[config.mk]
export PLATFORM = sky130hd
export DESIGN_NAME = db_dma_copier
export DESIGN_NICKNAME = d
export VERILOG_FILES = /design/src/rtl/db_dma_copier_pkg.sv /design/src/rtl/db_dma_copier_unit_sel.sv /design/src/rtl/db_dma_copier.sv
export SDC_FILE = /design/constraint.sdc
export NUM_CORES = 1
export LEC_CHECK = 0
export CORE_MARGIN = 10
export CORE_UTILIZATION = 53
export DETAILED_ROUTE_END_ITERATION = 6
export GPL_ROUTABILITY_DRIVEN = 0
export HOLD_SLACK_MARGIN = 0.03
export PLACE_DENSITY = 0.95
export SLEW_MARGIN = 0
export SYNTH_ARGS = -nofsm -noshare
export SYNTH_HDL_FRONTEND = slang
export SYNTH_SLANG_ARGS = --single-unit
[constraint.sdc]
create_clock -name clk -period 8.15 [get_ports clk]
set_clock_uncertainty 0.15 [all_clocks]
set_input_delay 2.445 -clock clk [delete_from_list [all_inputs] [get_ports clk]]
set_output_delay 2.445 -clock clk [all_outputs]
set_load 0.05 [all_outputs]
[src/rtl/db_dma_copier_pkg.sv]
// Shared DataBus codes and small helpers for the DMA copier.
package db_dma_copier_pkg;

    // Bus request kind; NONE means no request this cycle.
    typedef enum logic [1:0] {
        MEM_ACCESS_NONE = 2'd0,
        MEM_ACCESS_R    = 2'd1,
        MEM_ACCESS_W    = 2'd2
    } mem_access_e;

    // Transfer width: byte, halfword, word.
    typedef enum logic [1:0] {
        MEM_LEN_B = 2'd0,
        MEM_LEN_H = 2'd1,
        MEM_LEN_W = 2'd2
    } mem_len_e;

    // Mask that keeps the right-justified bits of a transfer of the given width.
    function automatic logic [31:0] len_mask(input mem_len_e l);
        logic [31:0] m;
        case (l)
            MEM_LEN_B: m = 32'h0000_00FF;
            MEM_LEN_H: m = 32'h0000_FFFF;
            default:   m = 32'hFFFF_FFFF;
        endcase
        return m;
    endfunction

endpackage

[src/rtl/db_dma_copier_unit_sel.sv]
// Picks the widest legal transfer unit from current alignment and bytes left.
module db_dma_unit_sel
    import db_dma_copier_pkg::*;
#(
    parameter int LEN_W = 16
) (
    input  logic [1:0]       sa_lo,
    input  logic [1:0]       da_lo,
    input  logic [LEN_W-1:0] rem,
    output mem_len_e         mem_len,
    output logic [2:0]       n_bytes
);

    // Word needs both addresses word-aligned, halfword needs both even.
    always_comb begin
        mem_len = MEM_LEN_B;
        n_bytes = 3'd1;
        if (sa_lo == 2'b00 && da_lo == 2'b00 && rem >= LEN_W'(4)) begin
            mem_len = MEM_LEN_W;
            n_bytes = 3'd4;
        end else if (!sa_lo[0] && !da_lo[0] && rem >= LEN_W'(2)) begin
            mem_len = MEM_LEN_H;
            n_bytes = 3'd2;
        end
    end

endmodule

[src/rtl/db_dma_copier.sv]
// DataBus initiator that copies len bytes from src to dst, one read then one
// write per unit, ascending addresses.
//
// Handshake: a request (db_accessType != NONE) is held with all bus outputs
// stable until a posedge where db_ready=1; that edge is the acceptance. Read
// data arrives on db_dataIn during the cycle after read acceptance.
module db_dma_copier
    import db_dma_copier_pkg::*;
#(
    parameter int LEN_W = 16
) (
    input  logic             clk,
    input  logic             res_n,
    input  logic             start,
    input  logic [31:0]      src,
    input  logic [31:0]      dst,
    input  logic [LEN_W-1:0] len,
    output logic             busy,
    output logic             done,
    output logic [31:0]      db_addr,
    output logic [31:0]      vAddr,
    output logic [31:0]      db_dataOut,
    output mem_access_e      db_accessType,
    output mem_len_e         db_memLen,
    output logic             db_io,
    input  logic             db_ready,
    input  logic [31:0]      db_dataIn,
    output logic [2:0]       dbg_state
);

    typedef enum logic [2:0] {
        ST_IDLE = 3'd0,
        ST_RD   = 3'd1,
        ST_CAP  = 3'd2,
        ST_WR   = 3'd3,
        ST_DONE = 3'd4
    } state_e;

    state_e           state_q, state_d;
    logic [31:0]      sa_q, sa_d;
    logic [31:0]      da_q, da_d;
    logic [LEN_W-1:0] rem_q, rem_d;
    mem_len_e         unit_q, unit_d;
    logic [2:0]       nb_q, nb_d;
    logic [31:0]      buf_q, buf_d;

    mem_len_e         sel_len;
    logic [2:0]       sel_n;

    db_dma_unit_sel #(.LEN_W(LEN_W)) u_unit_sel (
        .sa_lo   (sa_q[1:0]),
        .da_lo   (da_q[1:0]),
        .rem     (rem_q),
        .mem_len (sel_len),
        .n_bytes (sel_n)
    );

    // State and datapath registers; reset abandons any copy in flight.
    always_ff @(posedge clk or negedge res_n) begin
        if (!res_n) begin
            state_q <= ST_IDLE;
            sa_q    <= '0;
            da_q    <= '0;
            rem_q   <= '0;
            unit_q  <= MEM_LEN_B;
            nb_q    <= 3'd0;
            buf_q   <= '0;
        end else begin
            state_q <= state_d;
            sa_q    <= sa_d;
            da_q    <= da_d;
            rem_q   <= rem_d;
            unit_q  <= unit_d;
            nb_q    <= nb_d;
            buf_q   <= buf_d;
        end
    end

    // Next state and bus outputs; outputs idle at NONE/0/B outside RD and WR.
    always_comb begin
        state_d       = state_q;
        sa_d          = sa_q;
        da_d          = da_q;
        rem_d         = rem_q;
        unit_d        = unit_q;
        nb_d          = nb_q;
        buf_d         = buf_q;
        busy          = 1'b0;
        done          = 1'b0;
        db_addr       = 32'h0;
        db_dataOut    = 32'h0;
        db_accessType = MEM_ACCESS_NONE;
        db_memLen     = MEM_LEN_B;
        case (state_q)
            ST_IDLE: begin
                if (start) begin
                    if (len != '0) begin
                        sa_d    = src;
                        da_d    = dst;
                        rem_d   = len;
                        state_d = ST_RD;
                    end else begin
                        state_d = ST_DONE;
                    end
                end
            end
            ST_RD: begin
                busy          = 1'b1;
                db_accessType = MEM_ACCESS_R;
                db_addr       = sa_q;
                db_memLen     = sel_len;
                // Freeze the unit so the write matches the read that was issued.
                if (db_ready) begin
                    unit_d  = sel_len;
                    nb_d    = sel_n;
                    state_d = ST_CAP;
                end
            end
            ST_CAP: begin
                busy    = 1'b1;
                buf_d   = db_dataIn & len_mask(unit_q);
                state_d = ST_WR;
            end
            ST_WR: begin
                busy          = 1'b1;
                db_accessType = MEM_ACCESS_W;
                db_addr       = da_q;
                db_memLen     = unit_q;
                db_dataOut    = buf_q;
                if (db_ready) begin
                    sa_d    = sa_q + 32'(nb_q);
                    da_d    = da_q + 32'(nb_q);
                    rem_d   = rem_q - LEN_W'(nb_q);
                    state_d = (rem_q == LEN_W'(nb_q)) ? ST_DONE : ST_RD;
                end
            end
            ST_DONE: begin
                done    = 1'b1;
                state_d = ST_IDLE;
            end
            default: begin
                state_d = ST_IDLE;
            end
        endcase
    end

    assign vAddr     = db_addr;
    assign db_io     = 1'b0;
    assign dbg_state = state_q;

endmodule

==> metrics.csv <==
stage,metric,value,unit
run_status,status,"finished, final reports clean",
clock_tree,hold_buffers,0,
finish,fin_util,0.7216,
timing,hold_ws,0.3221,ns
power_and_ir_drop,p_per_area,537.3,mW/mm2
power_and_ir_drop,ir_worst_vdd,0.3347,mV
clock_tree,clkTransAtPathRegs,0.05,ns
timing,worst_slew_pin_slew,1.197,ns
placed_design,placed_area,0.009767,mm2
global_routing,grt_usage,0.2683,
placed_design,hpwl,19.50,mm
clock_tree,clock_sinks,118,
clock_tree,post_cts_resized,0,
timing,fmax,163.2,MHz
power_and_ir_drop,power,5.592,mW
clock_tree,cts_max_level,4,
drt,post_drt_via_cell_ratio,6.563,
finish,nets,1228,
setup_path,path_class,reg -> out,
global_routing,grt_pass1_vias,8160,
placed_design,pre_cts_ws,2.518,ns
floorplanning,fp.coreArea,0.01442,mm2
global_routing,overflow,0,
drt,first_pass_iters,7,
global_routing,antenna_found_initial,1,
logic_synthesis,syn_nets,1082,
floorplanning,dieArea,0.01990,mm2
setup_path,crit_path_end_kind,output pin,
finish,drive_gt1_frac,0.06205,
job,max-cap-violations,0,
logic_synthesis,synth_area,0.007767,mm2
logic_synthesis,ys_warn_count,0,
setup_path,cp_max_fo,105,
clock_tree,cts_tree,done,
timing,setup_slack,2.024,ns
global_routing,use_met2,0.4290,
logic_synthesis,synthFlopType,dfrtp_1,
clock_tree,cts_made_buffers,17,
timing,period_needed,6.126,ns
global_routing,grt_pass1_wl,43.59,mm
drt,wl,27.98,mm
global_routing,use_met3,0.1088,
timing,slew_viol_final,0,
floorplanning,chipWidth,141.1,um
drt,vias,8506,
logic_synthesis,ys_seq_area_frac,0.3802,
logic_synthesis,synthArstFlopShare,1.000,
global_routing,grt_max_degree,106,
floorplanning,rows,44,
finish,final_cells,1296,
global_routing,met1_usage,0.3166,
finish,diodes,0,
clock_tree,clockBufferDepth,2,
hold_path,hp-class,reg -> reg,
drt,final_antenna_net_count,0,
logic_synthesis,synth_cell_types,71,
setup_path,worstPathRequired,5.56,ns
timing,setup_tns,0,ns
timing,rsz0062_at_grt,false,
logic_synthesis,synth_edf_count,0,
floorplanning,dieHeight,141.1,um
finish,area_delta_synth_final,34.00,%
setup_path,arrival,3.53,ns
hold_path,whs_path_depth,2,
floorplanning,start_util,0.5385,
drt,remaining_drc_errors,0,
timing,post-route-period-util,0.7517,
logic_synthesis,netlist_instances,954,
timing,worst_slew_margin_rel,0.1948,
drt,drt_iter0_drc,1169,
timing,hold_viol,0,
clock_tree,cts_setup_buffers,0,
finish,fin_area,0.01041,mm2
drt,wl_per_cell,21.59,um
setup_path,worst-r2r-cell-count,7,
clock_tree,clock_latency,0.42,ns
floorplanning,pin_count,222,
timing,finalSetupViolations,0,
placed_design,io_buffers,220,
power_and_ir_drop,p_leak,4.056,nW
logic_synthesis,yosys_register_bits,118,
clock_tree,cts-root-buf,clkbuf_16,
logic_synthesis,avgSynthCellArea,8.142,um2
setup_path,cp-start-kind,flip-flop,
global_routing,grt_busiest_layer,met2,
placed_design,placed_cells,1265,
==> cell type report <==
cell class	instances	area, um2
Timing Repair Buffer	229	2267
Inverter	15	58.81
Sequential cell	118	2953
Fill cell	1059	4015
Clock buffer	23	498.0
Clock inverter	8	143.9
Multi-Input combinational cell	719	4258
Tap cell	184	230.2
==> worst max-delay path: stages, from the launching register on <==
cell and delay (ns):
dfrtp_1 0.48, nand3b_1 0.27, inv_4 0.75, buf_4 0.45, a22o_1 0.27, clkdlybuf4s50_1 0.84
==> layer usage <==
layer  vias up  share of wire
met5         -        0.00064
met3        95           0.13
li1       3777              -
met1      3945           0.37
met2       687           0.46
met4         2          0.032
==> final timing paths <==
kind	from	end	slack, ns
max in group asynchronous	res_n	buf_q[29]	4.54
min in group asynchronous	res_n	sa_q[8]	1.82
max	dbg_state[2]	db_addr[1]	2.02
min	buf_q[27]	buf_q[27]	0.32
min reg2reg	buf_q[27]	buf_q[27]	0.32
max reg2reg	dbg_state[2]	da_q[12]	4.42
==> cells by family (layout without fill, tap and decap cells) <==
kind of cell	after synthesis	count (layout)	synth area share
multiplexers	10	10	0.01434
adder cells (fa/ha/maj)	12	12	0.02223
XOR/XNOR	5	5	0.005639
other	1	1	0.0004828
buffers and inverters	117	275	0.07523
AND/OR/NAND/NOR	388	388	0.2448
AO/OA/AOI/OAI	303	303	0.2571
flip-flops	118	118	0.3802
==> Yosys cell counts (all sizes together) (4+ instances only) <==
cell type | n | area (um2)
a211oi | 14 | 105.1
a21oi | 77 | 385.4
a22o | 24 | 210.2
a22oi | 4 | 30.03
a2bb2oi | 9 | 78.83
a31o | 4 | 35.03
a31oi | 15 | 93.84
and2 | 42 | 262.8
and3 | 9 | 56.30
and4 | 4 | 35.03
buf | 55 | 350.3
clkbuf | 47 | 177.7
dfrtp | 118 | 2953
ha | 9 | 112.6
inv | 15 | 56.30
mux2 | 9 | 101.4
nand2 | 153 | 574.3
nand3 | 29 | 145.1
nand4 | 36 | 237.7
nor2 | 54 | 202.7
nor3 | 17 | 85.08
nor4 | 19 | 118.9
o211ai | 4 | 35.03
o21ai | 65 | 325.3
o22a | 10 | 87.58
o22ai | 27 | 168.9
o2bb2a | 4 | 40.04
o2bb2ai | 4 | 35.03
o32ai | 9 | 78.83
or2 | 4 | 25.02
or4 | 7 | 60.06
==> power by group <==
group | internal (mW) | leakage [nW] | switching [mW] | total (mW)
logic | 1.18 | 2.32 | 2.37 | 3.56
registers | 0.855 | 1.42 | 0.364 | 1.22
clock network | 0.549 | 0.319 | 0.269 | 0.818
total | 2.59 | 4.06 | 3.00 | 5.59
==> flip-flops by register name, indices dropped and copies added (netlist names) <==
signal     count
rem_q         16
da_q          32
dbg_state      3
buf_q         32
nb_q           1
sa_q          32
unit_q         2
==> placed cells by master (no fill, tap or decap), drive strengths merged, types with 7 or more instances in the layout <==
cell	Yosys	final
o32ai	9	9
and2	42	42
a211oi	14	14
buf	55	10
clkbuf	47	23
mux2	9	9
clkdlybuf4s50	0	219
o21ai	65	65
and3	9	9
o22a	10	10
nor2	54	54
a21oi	77	77
a22o	24	24
nor3	17	17
nand2	153	153
a2bb2oi	9	9
nand4	36	36
ha	9	9
or4	7	7
inv	15	15
o22ai	27	27
a31oi	15	15
nor4	19	19
nand3	29	29
dfrtp	118	118
Power figures use the tool's default switching activity.
